**src/rtl/lzoc_pipe.sv**
```systemverilog
// lzoc_pipe: pipelined leading-zero / leading-one counter with valid/ready
// handshake and a sideband tag. Mode 1 inverts the word and then counts
// leading zeros. Widths that are not a power of two are padded at the LSB end
// with ones, so the count stays exact. The register stages sit on the tree
// levels ceil(i*C_S/C_PIPE); with C_PIPE=0 the whole path is combinational.
// Optional feature macro: LZOC_PIPE_FLUSH_EN adds a synchronous 'flush' input
// that empties the pipe and keeps the datapath registers.
module lzoc_pipe #(
  parameter int C_N    = 64,
  parameter int C_S    = $clog2(C_N),
  parameter int C_PIPE = 2,
  parameter int C_TAG  = 8
) (
  input  logic             clk,
  input  logic             rst_n,
  input  logic             in_valid,
  output logic             in_ready,
  input  logic [C_N-1:0]   in_data,
  input  logic             in_mode,
  input  logic [C_TAG-1:0] in_tag,
  output logic             out_valid,
  input  logic             out_ready,
  output logic [C_S-1:0]   out_cnt,
  output logic             out_none,
  output logic [C_TAG-1:0] out_tag
`ifdef LZOC_PIPE_FLUSH_EN
  ,
  input  logic             flush
`endif
);

  localparam int W   = 1 << C_S;
  localparam int PAD = W - C_N;

  // Returns the pipeline stage whose register sits on tree level k (0 = none).
  function automatic int unsigned stage_of(input int unsigned k);
    int unsigned s;
    s = 0;
    for (int unsigned i = 1; i <= C_PIPE; i++) begin
      if ((i * C_S + C_PIPE - 1) / C_PIPE == k) s = i;
    end
    return s;
  endfunction

  logic clr;
`ifdef LZOC_PIPE_FLUSH_EN
  assign clr = flush;
`else
  assign clr = 1'b0;
`endif

  logic [C_N-1:0] x;
  logic [W-1:0]   nx_ext;
  logic [W-1:0]   x_pad;
  logic           none_in;

  // After the optional inversion the searched bit is always 0. Pad bits are 1,
  // so a pad bit ends the scan exactly at the C_N boundary.
  assign x       = in_mode ? ~in_data : in_data;
  assign nx_ext  = W'(~x);
  assign x_pad   = ~(nx_ext << PAD);
  // 'none' must ignore the pad bits, so it comes from the original bits only.
  assign none_in = ~|x;

  // Stage 0 is the input port; stage C_PIPE drives the outputs.
  logic [C_PIPE:0]   vld_v;
  logic [C_PIPE:0]   none_v;
  logic [C_TAG-1:0]  tag_a [C_PIPE+1];
  logic [C_PIPE+1:1] rdy_v;

  assign vld_v[0]  = in_valid & ~clr;
  assign none_v[0] = none_in;
  assign tag_a[0]  = in_tag;
  assign in_ready  = rdy_v[1] & ~clr;

  // A stage can load when it is empty or everything downstream of it can move.
  always_comb begin
    rdy_v[C_PIPE+1] = out_ready;
    for (int unsigned i = C_PIPE; i >= 1; i--) begin
      rdy_v[i] = ~vld_v[i] | rdy_v[i+1];
    end
  end

  for (genvar i = 1; i <= C_PIPE; i++) begin : g_st
    logic             vld_q;
    logic             none_q;
    logic [C_TAG-1:0] tag_q;

    // Per-stage valid bit plus the sideband carried with the word.
    always_ff @(posedge clk) begin
      if (!rst_n) begin
        vld_q  <= 1'b0;
        none_q <= 1'b0;
        tag_q  <= '0;
      end else begin
        if (clr)           vld_q <= 1'b0;
        else if (rdy_v[i]) vld_q <= vld_v[i-1];
        if (rdy_v[i]) begin
          none_q <= none_v[i-1];
          tag_q  <= tag_a[i-1];
        end
      end
    end

    assign vld_v[i]  = vld_q;
    assign none_v[i] = none_q;
    assign tag_a[i]  = tag_q;
  end

  // Tree level k holds W>>k nodes, listed MSB side first. Each node has a
  // found flag and the zero count within its span.
  for (genvar k = 0; k <= C_S; k++) begin : g_lv
    localparam int          NN  = W >> k;
    localparam int unsigned STG = stage_of(k);
    logic [NN-1:0]  v;
    logic [C_S-1:0] c [NN];

    if (k == 0) begin : g_leaf
      // Each leaf is one bit of the padded word.
      always_comb begin
        for (int unsigned j = 0; j < NN; j++) begin
          v[j] = x_pad[W-1-j];
          c[j] = '0;
        end
      end
    end else begin : g_node
      logic [NN-1:0]  nv;
      logic [C_S-1:0] nc [NN];

      // Merge cell: take the left count if the left half found a 1, else
      // half the span plus the right count.
      always_comb begin
        for (int unsigned j = 0; j < NN; j++) begin
          nv[j] = g_lv[k-1].v[2*j] | g_lv[k-1].v[2*j+1];
          nc[j] = g_lv[k-1].v[2*j] ? g_lv[k-1].c[2*j]
                                   : (g_lv[k-1].c[2*j+1] | C_S'(1 << (k-1)));
        end
      end

      if (STG == 0) begin : g_comb
        assign v = nv;
        assign c = nc;
      end else begin : g_reg
        // Level register, advanced together with its stage valid.
        always_ff @(posedge clk) begin
          if (!rst_n) begin
            v <= '0;
            c <= '{default: '0};
          end else if (rdy_v[STG]) begin
            v <= nv;
            c <= nc;
          end
        end
      end
    end
  end

  assign out_valid = vld_v[C_PIPE];
  assign out_tag   = tag_a[C_PIPE];
  assign out_none  = none_v[C_PIPE];
  // The root flag also gates the count, which keeps out_cnt at 0 after reset.
  assign out_cnt   = (g_lv[C_S].v[0] & ~out_none) ? g_lv[C_S].c[0] : '0;

endmodule

```
**config.mk**
```make
export PLATFORM = sky130hd
export DESIGN_NAME = lzoc_pipe
export DESIGN_NICKNAME = d
export VERILOG_FILES = /design/src/rtl/lzoc_pipe.sv
export SDC_FILE = /design/constraint.sdc
export NUM_CORES = 1
export LEC_CHECK = 0
export ABC_AREA = 1
export BUFFER_PORTS_ARGS = -buffer_cell sky130_fd_sc_hd__buf_2
export CORE_MARGIN = 3
export CORE_UTILIZATION = 42
export DETAILED_ROUTE_END_ITERATION = 10
export GPL_ROUTABILITY_DRIVEN = 0
export PLACE_DENSITY = 0.66
export SLEW_MARGIN = 20
export SYNTH_ARGS = -nofsm -noshare
export SYNTH_HDL_FRONTEND = slang
export SYNTH_SLANG_ARGS = --single-unit
export TNS_END_PERCENT = 30
```
**constraint.sdc**
```tcl
create_clock -name clk -period 2.4 [get_ports clk]
set_input_delay 0.12 -clock clk [delete_from_list [all_inputs] [get_ports clk]]
set_output_delay 0.12 -clock clk [all_outputs]
set_load 0.01 [all_outputs]
```
==> reports/results.txt <==
The number of buffers inserted by port buffering is 93. The worst-case IR drop observed on VDD is 195 uV. Peak clock frequency supported by timing: 0.517 GHz. The critical path goes through inv_1 -> nor2_2 -> inv_1 -> nor2_1 -> inv_2 -> buf_2. The floorplan step set the die height to 99.8 microns.

The run gives 0 as the number of slew-limit violations in the final report. The detail-routed net length per standard cell is 11.0 microns. The fraction of layout instances using a drive strength above 1 was 20.1%. After synthesis, flip-flops and latches occupy 32.0% of the total area. The post-detailed-route via-to-cell ratio came out at 4.81.

The critical path in this run is classified as reg -> out. At the later pin of the worst-skew pair, clock insertion delay measures 0.34 ns. In this run the horizontal extent of the chip is 99.8 microns.

A synthesized cell averages 6.17 sq um. The largest delay contributor family on the critical path is buffers and inverters. After layout, the minimum clock period comes to 1.93 ns. At the pin with the least slew margin, the transition time is 0.930 ns. The number of buffers and inverters on the critical path is 4.

sky130_fd_sc_hd__dfxtp_1 takes more of the synthesized area than any other cell. For the number of nets in the synthesized netlist, the log shows 676. Synthesis handed over a netlist of 599 instances. TritonCTS built the clock tree. Yosys attributes the largest share of cell area to sky130_fd_sc_hd__dfxtp_1 (32%), sky130_fd_sc_hd__nand2_1 (13%), sky130_fd_sc_hd__nor2_1 (11%), sky130_fd_sc_hd__o21ai_0 (8.4%), sky130_fd_sc_hd__inv_1 (8.1%). Worst min-delay path category: in -> reg. The tools report the H-tree depth reported by CTS as 3.

The wire length after detailed routing was 8700 microns; the number of cells traversed by the worst register-to-register path was 8. Post-CTS timing repair inserted 0 buffers for setup. The detailed-router iteration count before antenna repair came out at 4. The first routing iteration left 122 violations. The wire length of the first global-routing pass came out at 15300 microns. The global-route usage over all layers was 18.3%.

The run finished with clean final reports. Summing all non-filler instances in the final layout gives an area of 0.00438 sq mm. The logs give 0 for the post-cts gate resize count and 3809 for the vias after detailed routing. Number of library cell types mapped by synthesis: 33. For the number of nets still failing antenna checks after routing, the log shows 0. The highest cell delay on the worst timing path is 0.66 ns, and the layout overhead on the synthesized area is 18.6%. Post-synthesis cell area: 0.00369 sq mm. The cell sitting at the root of the clock tree is a sky130_fd_sc_hd__clkbuf_8.

STA puts the critical path data required time at 2.28 ns. The number of CTS-inserted buffers came out at 9. The logs give 0 for the number of hold violations in the final report and 0.466 ns for the final setup slack of the worst path. The clock drives 59 sinks. The run gives 1 as the number of buffers inserted by hold repair at cts. In this design, the critical path's most frequently occurring cell is sky130_fd_sc_hd__inv_1. Counting along the longest clock path gives a buffer depth of 2. For this run, the post-layout net count is 760.

The count of filler cells inserted in the layout is 887. Max-cap violations in this run came to 0. The top-area cell type share of the netlist area was 32.0%; the ratio of final minimum period to clock period was 80.6%.

The kind of capture point of the worst setup path is an output port. Between clock sinks in the finished design, the worst skew comes to 0.00700 ns. The tools report the number of global-route vias before repair as 3690. The number of antenna diodes in the final layout is 0. The initial antenna violation count is 0, and the CTS clock-pin slew for the worst setup and hold paths is 0.06 ns. Along the worst hold path, the cell count comes to 3. The die covers 0.00996 sq mm.

In this run the cell area measured after placement is 0.00417 sq mm. The count of pins on the block boundary was 94. The floorplan has 33 rows. The initial utilization of the core area, before any placement, comes to 44.1%.

The tools report the worst relative slew slack as 37.9%. On the final layout, the worst hold slack is 0.0325 ns. In this run the standard cell core region covers 0.00838 sq mm.

Entering global routing, the biggest net connects 83 pins. For this design, the slowest cell found on the critical path is sky130_fd_sc_hd__inv_2. The count of warnings emitted by yosys came out at 0. Of all nets on the critical path, the largest fanout is 64. Synthesis inferred 59 register bits. The summed negative setup slack over all endpoints is 0 ns, and the worst slack at placement is 0.723 ns. Setup repair after global routing left no endpoint under its margin. Setup violations remaining at the end of the flow were counted as 0. The critical path crosses 6 cells after its start point.

STA classifies the critical path startpoint as a flop. The run gives 0 as the final routed DRC violation total. For this design the static power due to leakage is 2.27 nW. For the sum of net half-perimeters after detailed placement, the log shows 6550 microns. STA puts the critical path data arrival time at 1.81 ns. For this design the ratio of total power to cell area is 544 mW/mm^2. The tools report the total grt overflow as 0.
## final cells by class
type	instances	area, sq um	area share (%)
Clock inverter	1	5.00	0.114
Clock buffer	14	193	4.40
Sequential cell	59	1180	27.0
Multi-Input combinational cell	432	2040	46.5
Timing Repair Buffer	99	526	12.0
Tap cell	105	131	3.00
Inverter	82	308	7.03
## power by group
group	switching (mW)	internal [mW]	leakage, nW
clock	0.374	0.509	0.105
combinational	0.251	0.176	1.67
sequential	0.0337	1.04	0.487
total	0.658	1.72	2.27
## Yosys cell counts
cell type,n
sky130_fd_sc_hd__nor2_1,106
sky130_fd_sc_hd__buf_2,2
sky130_fd_sc_hd__o2111ai_1,1
sky130_fd_sc_hd__buf_12,1
sky130_fd_sc_hd__inv_1,80
sky130_fd_sc_hd__dfxtp_1,59
sky130_fd_sc_hd__o21ai_0,62
sky130_fd_sc_hd__a31oi_1,4
sky130_fd_sc_hd__o21ai_2,1
sky130_fd_sc_hd__o211ai_1,8
sky130_fd_sc_hd__nand2_2,9
sky130_fd_sc_hd__nor3_1,3
sky130_fd_sc_hd__nor2_2,4
sky130_fd_sc_hd__a211oi_1,2
sky130_fd_sc_hd__nand2_1,127
sky130_fd_sc_hd__buf_1,2
sky130_fd_sc_hd__o221ai_1,2
sky130_fd_sc_hd__a221oi_1,1
sky130_fd_sc_hd__a21oi_1,44
sky130_fd_sc_hd__o21ai_1,2
sky130_fd_sc_hd__nor2_4,7
sky130_fd_sc_hd__nand3b_1,7
sky130_fd_sc_hd__buf_4,3
sky130_fd_sc_hd__clkbuf_1,13
sky130_fd_sc_hd__nor3_2,1
sky130_fd_sc_hd__inv_2,2
sky130_fd_sc_hd__a21oi_2,1
sky130_fd_sc_hd__o22ai_1,2
sky130_fd_sc_hd__nand3_1,30
sky130_fd_sc_hd__buf_6,4
sky130_fd_sc_hd__xnor2_1,7
sky130_fd_sc_hd__o21a_1,1
sky130_fd_sc_hd__buf_8,1
## tightest hold or removal path: cells and delay by family
| family | cells | cell delay (ns) |
|---|---|---|
| compound gates | 1 | 0.07 |
| simple gates | 1 | 0.08 |
| buf+inv | 1 | 0.07 |
## layout by cell type, fill, tap and decap left out
cell type / count
sky130_fd_sc_hd__buf_2: 93
sky130_fd_sc_hd__dfxtp_1: 59
sky130_fd_sc_hd__o221ai_1: 2
sky130_fd_sc_hd__a31oi_1: 4
sky130_fd_sc_hd__inv_1: 80
sky130_fd_sc_hd__nand2_1: 127
sky130_fd_sc_hd__o2111ai_1: 1
sky130_fd_sc_hd__o211ai_1: 8
sky130_fd_sc_hd__nor2_2: 4
sky130_fd_sc_hd__nand2_2: 9
sky130_fd_sc_hd__o21ai_0: 62
sky130_fd_sc_hd__o21ai_2: 1
sky130_fd_sc_hd__o21ai_1: 2
sky130_fd_sc_hd__buf_12: 1
sky130_fd_sc_hd__inv_2: 2
sky130_fd_sc_hd__nor3_1: 3
sky130_fd_sc_hd__clkinv_2: 1
sky130_fd_sc_hd__a211oi_1: 2
sky130_fd_sc_hd__dlygate4sd3_1: 1
sky130_fd_sc_hd__buf_4: 4
sky130_fd_sc_hd__nor3_2: 1
sky130_fd_sc_hd__nor2_1: 106
sky130_fd_sc_hd__a221oi_1: 1
sky130_fd_sc_hd__o21a_1: 1
sky130_fd_sc_hd__a21oi_1: 44
sky130_fd_sc_hd__xnor2_1: 7
sky130_fd_sc_hd__o22ai_1: 2
sky130_fd_sc_hd__nand3b_1: 7
sky130_fd_sc_hd__a21oi_2: 1
sky130_fd_sc_hd__nand3_1: 30
sky130_fd_sc_hd__clkbuf_8: 14
sky130_fd_sc_hd__nor2_4: 7
## through the flow
stage	std cells	total power [mW]	utilization, %
floorplan	599	1.38	-
global placement	776	1.51	49.8
detailed placement	776	1.52	49.8
CTS	792	2.40	52.3
global route	792	2.52	52.3
finish	792	2.38	52.3
## flip-flops by register name, indices dropped and copies added (netlist names)
name and count:
out_none 1, g_lv.v 9, out_valid 1, g_st.none_q 1, g_st.tag_q 8, out_tag 8, g_lv.c 30, g_st.vld_q 1
## final timing paths
| kind | startpoint | end | slack (ns) |
|---|---|---|---|
| max reg2reg | out_valid$_SDFFE_PN0P_ | g_lv[3].c[12]$_SDFFE_PN0P_ | 0.76 |
| min | in_tag[0] | g_st[1].tag_q[0]$_SDFFE_PN0P_ | 0.03 |
| max | out_valid$_SDFFE_PN0P_ | in_ready | 0.47 |
| min reg2reg | g_lv[6].c[5]$_SDFFE_PN0P_ | g_lv[6].c[5]$_SDFFE_PN0P_ | 0.47 |
## per-layer routing
layer	wire (microns)	GRT usage [%]
met5	0	0
met1	3990	21.2
met3	294	2.22
met2	4300	33.9
met4	118	7.25
## cells by family after synthesis
| kind of cell | Yosys count | share of synthesized area (%) |
|---|---|---|
| simple gates | 294 | 34.2 |
| buf+inv | 108 | 12.9 |
| flops | 59 | 32.0 |
| xor+xnor | 7 | 1.66 |
| compound gates | 131 | 19.3 |
No activity file was read; power rests on OpenSTA's default activity.
